## src/rtl/neighbor_table_update.sv

```systemverilog
// Merges a received beacon's node ID and cluster ID into the shared neighbour table in data memory.
// Define NEIGHBOR_CLUSTER_REFRESH_EN to rewrite a changed clusterID when the sender is already listed.
module neighbor_table_update #(
    parameter int unsigned MAX_NEIGHBORS = 64,
    parameter int unsigned WORD_WIDTH    = 16
) (
    input  logic                  clock,
    input  logic                  rst,
    input  logic                  en,
    input  logic                  start,
    input  logic [WORD_WIDTH-1:0] rx_node_id,
    input  logic [WORD_WIDTH-1:0] rx_cluster_id,
    input  logic [WORD_WIDTH-1:0] MY_NODE_ID,
    input  logic [WORD_WIDTH-1:0] data_in,
    output logic [10:0]           address,
    output logic                  wr_en,
    output logic [WORD_WIDTH-1:0] data_out,
    output logic                  updated,
    output logic                  table_full,
    output logic                  done
);

    localparam int unsigned ADDR_W = 11;
    localparam int unsigned IDX_W  = 7;

    localparam logic [ADDR_W-1:0] CNT_ADDR = 11'h68A;
    localparam logic [ADDR_W-1:0] ID_BASE  = 11'h048;
    localparam logic [ADDR_W-1:0] CL_BASE  = 11'h0C8;

    typedef enum logic [3:0] {
        IDLE,
        RDCNT,
        SCAN,
        RDCID,
        WRCID,
        WRID,
        WRCLU,
        WRCNT,
        DONE
    } state_t;

    state_t                state_q, state_d;
    logic [ADDR_W-1:0]     address_q, address_d;
    logic                  wr_en_q, wr_en_d;
    logic [WORD_WIDTH-1:0] data_out_q, data_out_d;
    logic                  updated_q, updated_d;
    logic                  table_full_q, table_full_d;
    logic                  done_q, done_d;
    logic [WORD_WIDTH-1:0] node_id_q, node_id_d;
    logic [WORD_WIDTH-1:0] cluster_id_q, cluster_id_d;
    logic [IDX_W-1:0]      count_q, count_d;
    logic [IDX_W-1:0]      idx_q, idx_d;

    function automatic logic [ADDR_W-1:0] id_addr(input logic [IDX_W-1:0] idx);
        return ID_BASE + ADDR_W'({idx, 1'b0});
    endfunction

    function automatic logic [ADDR_W-1:0] cl_addr(input logic [IDX_W-1:0] idx);
        return CL_BASE + ADDR_W'({idx, 1'b0});
    endfunction

    // Write states present their {address, data_out} pair on entry; the completion
    // pulse is registered on the transition back to IDLE.
    always_comb begin
        state_d      = state_q;
        address_d    = address_q;
        wr_en_d      = 1'b0;
        data_out_d   = data_out_q;
        updated_d    = updated_q;
        table_full_d = table_full_q;
        done_d       = 1'b0;
        node_id_d    = node_id_q;
        cluster_id_d = cluster_id_q;
        count_d      = count_q;
        idx_d        = idx_q;

        case (state_q)
            IDLE: begin
                if (start && en) begin
                    node_id_d    = rx_node_id;
                    cluster_id_d = rx_cluster_id;
                    updated_d    = 1'b0;
                    table_full_d = 1'b0;
                    if (rx_node_id == MY_NODE_ID) begin
                        state_d = DONE;
                    end else begin
                        address_d = CNT_ADDR;
                        state_d   = RDCNT;
                    end
                end
            end

            RDCNT: begin
                // A corrupt count above capacity is clamped so the scan stays inside the table.
                if (data_in > WORD_WIDTH'(MAX_NEIGHBORS)) begin
                    count_d = IDX_W'(MAX_NEIGHBORS);
                end else begin
                    count_d = IDX_W'(data_in);
                end
                idx_d     = '0;
                address_d = ID_BASE;
                state_d   = SCAN;
            end

            SCAN: begin
                if (idx_q == count_q) begin
                    if (count_q >= IDX_W'(MAX_NEIGHBORS)) begin
                        table_full_d = 1'b1;
                        state_d      = DONE;
                    end else begin
                        address_d  = id_addr(count_q);
                        data_out_d = node_id_q;
                        wr_en_d    = 1'b1;
                        state_d    = WRID;
                    end
                end else if (data_in == node_id_q) begin
`ifdef NEIGHBOR_CLUSTER_REFRESH_EN
                    address_d = cl_addr(idx_q);
                    state_d   = RDCID;
`else
                    state_d   = DONE;
`endif
                end else begin
                    idx_d     = idx_q + IDX_W'(1);
                    address_d = id_addr(idx_q + IDX_W'(1));
                end
            end

            RDCID: begin
`ifdef NEIGHBOR_CLUSTER_REFRESH_EN
                if (data_in != cluster_id_q) begin
                    address_d  = cl_addr(idx_q);
                    data_out_d = cluster_id_q;
                    wr_en_d    = 1'b1;
                    updated_d  = 1'b1;
                    state_d    = WRCID;
                end else begin
                    done_d  = 1'b1;
                    state_d = IDLE;
                end
`else
                done_d  = 1'b1;
                state_d = IDLE;
`endif
            end

            WRCID: begin
                done_d  = 1'b1;
                state_d = IDLE;
            end

            WRID: begin
                address_d  = cl_addr(count_q);
                data_out_d = cluster_id_q;
                wr_en_d    = 1'b1;
                state_d    = WRCLU;
            end

            // Count goes out last so an interrupted append never exposes a half-written entry.
            WRCLU: begin
                address_d  = CNT_ADDR;
                data_out_d = WORD_WIDTH'(count_q) + WORD_WIDTH'(1);
                wr_en_d    = 1'b1;
                updated_d  = 1'b1;
                state_d    = WRCNT;
            end

            WRCNT: begin
                done_d  = 1'b1;
                state_d = IDLE;
            end

            DONE: begin
                done_d  = 1'b1;
                state_d = IDLE;
            end

            default: begin
                state_d = IDLE;
            end
        endcase
    end

    always_ff @(posedge clock) begin
        if (rst) begin
            state_q      <= IDLE;
            address_q    <= CNT_ADDR;
            wr_en_q      <= 1'b0;
            data_out_q   <= '0;
            updated_q    <= 1'b0;
            table_full_q <= 1'b0;
            done_q       <= 1'b0;
            node_id_q    <= '0;
            cluster_id_q <= '0;
            count_q      <= '0;
            idx_q        <= '0;
        end else begin
            state_q      <= state_d;
            address_q    <= address_d;
            wr_en_q      <= wr_en_d;
            data_out_q   <= data_out_d;
            updated_q    <= updated_d;
            table_full_q <= table_full_d;
            done_q       <= done_d;
            node_id_q    <= node_id_d;
            cluster_id_q <= cluster_id_d;
            count_q      <= count_d;
            idx_q        <= idx_d;
        end
    end

    assign address    = address_q;
    assign wr_en      = wr_en_q;
    assign data_out   = data_out_q;
    assign updated    = updated_q;
    assign table_full = table_full_q;
    assign done       = done_q;

endmodule

```

## config.mk

```make
export PLATFORM = sky130hd
export DESIGN_NAME = neighbor_table_update
export DESIGN_NICKNAME = d
export VERILOG_FILES = /design/src/rtl/neighbor_table_update.sv
export SDC_FILE = /design/constraint.sdc
export NUM_CORES = 1
export LEC_CHECK = 0
export BUFFER_PORTS_ARGS = -buffer_cell sky130_fd_sc_hd__clkbuf_2
export CAP_MARGIN = 40
export CORE_ASPECT_RATIO = 1.1
export CORE_MARGIN = 4
export CORE_UTILIZATION = 58
export CTS_BUF_LIST = sky130_fd_sc_hd__clkbuf_4 sky130_fd_sc_hd__clkbuf_8 sky130_fd_sc_hd__clkbuf_16
export DETAILED_ROUTE_END_ITERATION = 10
export PLACE_DENSITY = 0.88
export SLEW_MARGIN = 30
export SYNTH_ARGS = -nofsm -noshare
export SYNTH_HDL_FRONTEND = slang
export SYNTH_SLANG_ARGS = --single-unit
```

## constraint.sdc

```tcl
create_clock -name clock -period 5.6 [get_ports clock]
set_input_delay 1.12 -clock clock [delete_from_list [all_inputs] [get_ports clock]]
set_output_delay 1.12 -clock clock [all_outputs]
set_load 0.01 [all_outputs]
```

Yosys cells after proc, flatten, opt, wreduce, memory -nomap -nowiden
Index checks and enable logic that the tools add are counted.
- input port bits: 68
- output and inout bits: 31
- register bits after elaboration: 81
- word-level logic and storage cells: 83
- muxes and demuxes: 28
- $add $sub $neg: 5
- equality and inequality tests: 21
- order comparisons: 2
- reductions and logical operators: 16
- operators with widths (kind ; count):
    $mux 11 ; 5
    $pmux 11 s5 ; 1
    $pmux 16 s3 ; 1
    $eq 16x16->1 ; 2
    $mux 16 ; 2
    $mux 7 ; 3
    $mux 4 ; 5
    $pmux 4 s5 ; 1
    $add 7x8->9 const A ; 2
    $eq 4x3->1 const B ; 4
    $gt 16x7->1 const B ; 1
    $ne 2x2->1 const B ; 7
    $pmux 7 s2 ; 1
    $add 8x8->9 const A ; 1
    $ne 3x3->1 const B ; 3
    $add 7x1->8 const B ; 1
    $eq 4x2->1 const B ; 2
    $add 7x1->7 const B ; 1
    $eq 7x7->1 ; 1
    $ge 7x7->1 const B ; 1
    $mux 1 ; 6
    $pmux 1 s2 ; 3
    $reduce_and 2->1 ; 3
    $reduce_and 3->1 ; 2
    11 further kinds ; 13

Depth between registers and ports, before layout
- depth in word-level cells: 5
- mapped depth: 11
- gate-level depth less buffers: 10

Worst setup path after synthesis
Ideal clock, no wire load.
- path kind: in2reg
- start: input data_in[15]
- end: register address_q[7] (netlist: address[7])
- stages: 7
- slack: 3075 ps
- arrival time: 2395 ps
- path buffers: 0
- required time: 5470 ps
- library setup time: 130 ps
- cells stage by stage: xnor2_1 -> nand4_1 -> nor4_1 -> mux2_4 -> a211o_4 -> a2111oi_4 -> a22oi_1
- cells in the longest elaborated chain, start to end: 3
- ends and longest elaborated chain (what ; line ; source):
    start, declared ; 14 ; input logic [WORD_WIDTH-1:0] data_in,
    $eq 16x16->1 ; 116 ; end else if (data_in == node_id_q) begin
    $ne 3x3->1 (no line) ; n/a ;
    $reduce_and 5->1 (no line) ; n/a ;
    end signal, assigned ; 199 ; address_q <= address_d;
    end, declared ; 43 ; logic [ADDR_W-1:0] address_q, address_d;
Every way passes these cells.
A chain may end at the register's enable or synchronous reset.

Final worst setup path
- start: register idx_q[0]
- end: register address_q[5] (netlist: address[5])
- cells in the longest elaborated chain, start to end: 5
- elaborated cells between the ends (all ways): 9
- those cells by class: add/sub: 2; eq/ne: 3; mux: 3; reduce/logical: 1
- ends and longest elaborated chain (what ; line ; source):
    start, declared ; 52 ; logic [IDX_W-1:0] idx_q, idx_d;
    start signal, assigned ; 208 ; idx_q <= idx_d;
    $add 7x1->7 ; 125 ; address_d = id_addr(idx_q + IDX_W'(1));
    $add 7x8->9 ; 55 ; return ID_BASE + ADDR_W'({idx, 1'b0});
    $mux 11 ; 116 ;
    $mux 11 ; 106 ; if (idx_q == count_q) begin
    $pmux 11 s5 ; 77 ; case (state_q)
Several ways; a longest one is shown, not always the timed one. The select of a mux whose other input is x is not followed.

==> summary.md <==
| Metric | Value |
|---|---|
| Status | completed |
| Worst R2R End | address[5] |
| Final WL | around 11 mm |
| IO buf count | 97 |
| Worst r2r src | idx_q[0] |
| Hold Vio Cnt, Final | 0 |
| Worst Path Arrival | 3150 ps |
| Clk_lat worst skew | 360 ps |
| Overflow after GRT | 0 |
| H-tree Lvls | 3 |
| Syn Area/Cell | roughly 8 µm² |
| Main flop type after synthesis | dfxtp_1 |
| Gpl congestion | 0.972 |
| Worst EP required | approximately 5800 ps |
| Via-to-Cell Ratio | 6.04 |
| Post-synth top area share | 0.388 |
| Via count | ~4000 |
| Worst slew pin tran | between 800 and 900 ps |
| Post-route antenna net violation count | 0 |
| Detailed Route Iter0 Violations | between 300 and 400 |
| CP endpoint | address[5] |
| Filler Cell Count | approximately 550 |
| Synth-to-Final Area Change | 16.8% |
| Antenna cells | 0 |
| Syn Inst Count | 500 |
| Async S/R FF share, synth | 0 |
| Tightest Hold Check Type | reg -> reg |
| Crit. Startpoint | idx_q[0] |
| Worst path max stage delay | slightly below 500 ps |
| DR WL/cell | 17.1 µm |
| Crit path buffers/inverters | 1 |
| Vias in the first global route | around 3800 |
| Register area | around 1600 µm² |
| Final-report max-slew violation count | 0 |
| #FFs+latches synth | between 70 and 80 |
| Hold buffers post-CTS | 0 |
| Area of the multi-input gates | between 2000 and 2500 µm² |
| Total GRT Usage | 0.277 |
| Min Clock Period, post-route | 2940 ps |
| First-pass GRT wire length | approximately 18 mm |
| CORE AREA | approximately 6700 µm² |
| Post-Syn Nets | 574 |
| Setup Crit Path Kind | reg -> reg |
| Num ports | slightly below 100 |
| Post-CTS Setup Bufs | 0 |
| Critical path endpoint category | flop |
| Hold path startpoint | cluster_id_q[13] |
| Number of synthesized flops with an enable pin | 0 |
| Tcrit/Tclk final | 0.526 |
| CP Cell Sequence | xor2_1 > nor4_2 > nand4_2 > mux2i_1 > inv_1 > ha_1 > xnor2_1 > a221oi_1 > nor3_1 |
| Worst Skew | approximately 12 ps |
| Most common library cells after synthesis | nand2_1 (87), dfxtp_1 (79), nor2_1 (51) |
| CTS tree | yes |
| Critical path's slowest cell | dfxtp_1 |
| Die footprint | 8430 µm² |
| Max_slew headroom | 0.427 |
| Inserted Clock Buffers | 9 |
| Area leader, netlist | dfxtp_1 |
| Layout cell share with drive strength beyond 1 | 0.225 |
| DPL Wire Length | 8.48 mm |
| Initial antenna violation count | 0 |
| Max Cap Viol | 0 |
| CTS Buffer Depth | 2 |
| Unrepaired setup endpoints after global routing | no |
| Distinct cells, synth | 48 |
| Cell area power density | 259 nW/µm² |
| Die width | roughly 88 µm |
| Top-count cell post-synth | nand2_1 |
| Rows | 31 |
| Die Ht | 95.9 µm |
| Synthesized cell area | around 4100 µm² |
| Largest net degree at the start of global routing | 77 |
| Layout Nets | between 600 and 700 |
| Critical Path Fanout Max | 15 |
| Design area | around 4800 µm² |
| Top delay family on crit path | simple AND/OR/NAND/NOR gates |
| Peak supply drop | 0.152 mV |
| CTS sink count | 79 |
| Clk root buf | clkbuf_8 |
| Worst R2R Setup Slack | 2660 ps |
| FMAX | between 300 and 400 MHz |
| Synth top area cells | dfxtp_1 (39%), nand2_1 (8.0%), xnor2_1 (6.5%) |
| Number of remaining DRC errors | 0 |
| R2R cell count | 9 |
| DP Area | approximately 4500 µm² |
| TNS Setup | 0 ps |
| Synth warn | 0 |
| Setup crit start kind | flop |
| Final setup violation count | 0 |
| Initial core utilization | 0.607 |
| Min Hold Slack | about 460 ps |
| Seq/Total Area, Yosys | 0.388 |
| Clk pin slew, worst setup/hold paths | approximately 90 ps |
| Post-CTS sizing | 0 |
| Crit. path cell count | 9 |
| DRT Pass-1 Iters | 5 |
| Pleak | roughly 1.8 nW |
[cell type report]
class	instances	area share
repair buffers	102	0.110
inverters	9	0.00710
well taps	82	0.0216
flip-flops and latches	79	0.332
clock buffers	9	0.0260
clock inverters	7	0.0184
multi-input cells	377	0.484
[cells by family (layout without fill, tap and decap cells)]
group           count (synthesis)  count (layout)  synth area share
fa+ha+maj                       6               6            0.0184
compound gates                110             110             0.182
xor+xnor                       55              55             0.118
mux                            13              13            0.0341
other cells                     1               1          0.000921
simple gates                  192             192             0.210
buf+inv                        44             127            0.0470
flops                          79              79             0.388
[power breakdown]
part	switching [mW]	total, mW	internal (mW)
Combinational	0.104	0.178	0.0745
Sequential	0.0230	0.608	0.585
Clock	0.234	0.448	0.214
[worst min-delay path, stage by stage, from the launching register on]
cell and delay [ps]:
dfxtp_1 320, nand2_1 50, a21oi_1 50
[through the flow]
step            util  worst slack [ps]  power [mW]  cells
2_1_floorplan      -              3080       0.730    500
3_3_place_gp   0.677              2670       0.791    649
3_5_place_dp   0.677              2520       0.796    649
4_1_cts        0.709              2510        1.24    665
5_1_grt        0.709              2450        1.28    665
6_report       0.709              2660        1.23    665
[routing by layer]
layer | up-vias | wire (µm) | track usage | share of wire
met5 | - | 0 | 0 | 0
met3 | 40 | 1030 | 0.0693 | 0.090
met1 | 1866 | 4460 | 0.339 | 0.39
met4 | 0 | 385 | 0.116 | 0.034
li1 | 1893 | - | - | -
met2 | 218 | 5520 | 0.460 | 0.48
[layout by cell type, fill, tap and decap left out, types with 2 or more instances in the layout]
master	n
inv_1	9
nor3_1	6
a311oi_1	2
inv_6	3
mux2_2	3
clkbuf_2	97
mux2i_1	9
xnor2_1	30
nand2_1	86
nor4_1	9
clkbuf_8	9
ha_1	6
nand4_1	8
a21oi_1	48
or2_2	2
nand3_1	11
xor2_1	25
nand3b_1	5
buf_4	5
a22oi_1	19
clkinvlp_4	2
and3_1	2
dfxtp_1	79
a211oi_1	17
nor2_1	50
nor2b_1	4
a221oi_1	8
o21ai_0	5
[worst min-delay path by stage]
stage,slack [ps],to,cells after the start
final,460,cluster_id_q[13],2
after CTS,460,cluster_id_q[8],2
after detailed placement,450,cluster_id_q[14],2
after global placement,440,cluster_id_q[1],2
after floorplan,440,cluster_id_q[1],2
after global routing,480,cluster_id_q[8],2
[flip-flops by register name (all words and copies together) (netlist names)]
name and cells:
cluster_id_q 16, done 1, count_q 7, idx_q 7
wr_en 1, updated 1, node_id_q 16, data_out 16
state_q 4, table_full 1, address 9
No activity file was read; power rests on OpenSTA's default activity.
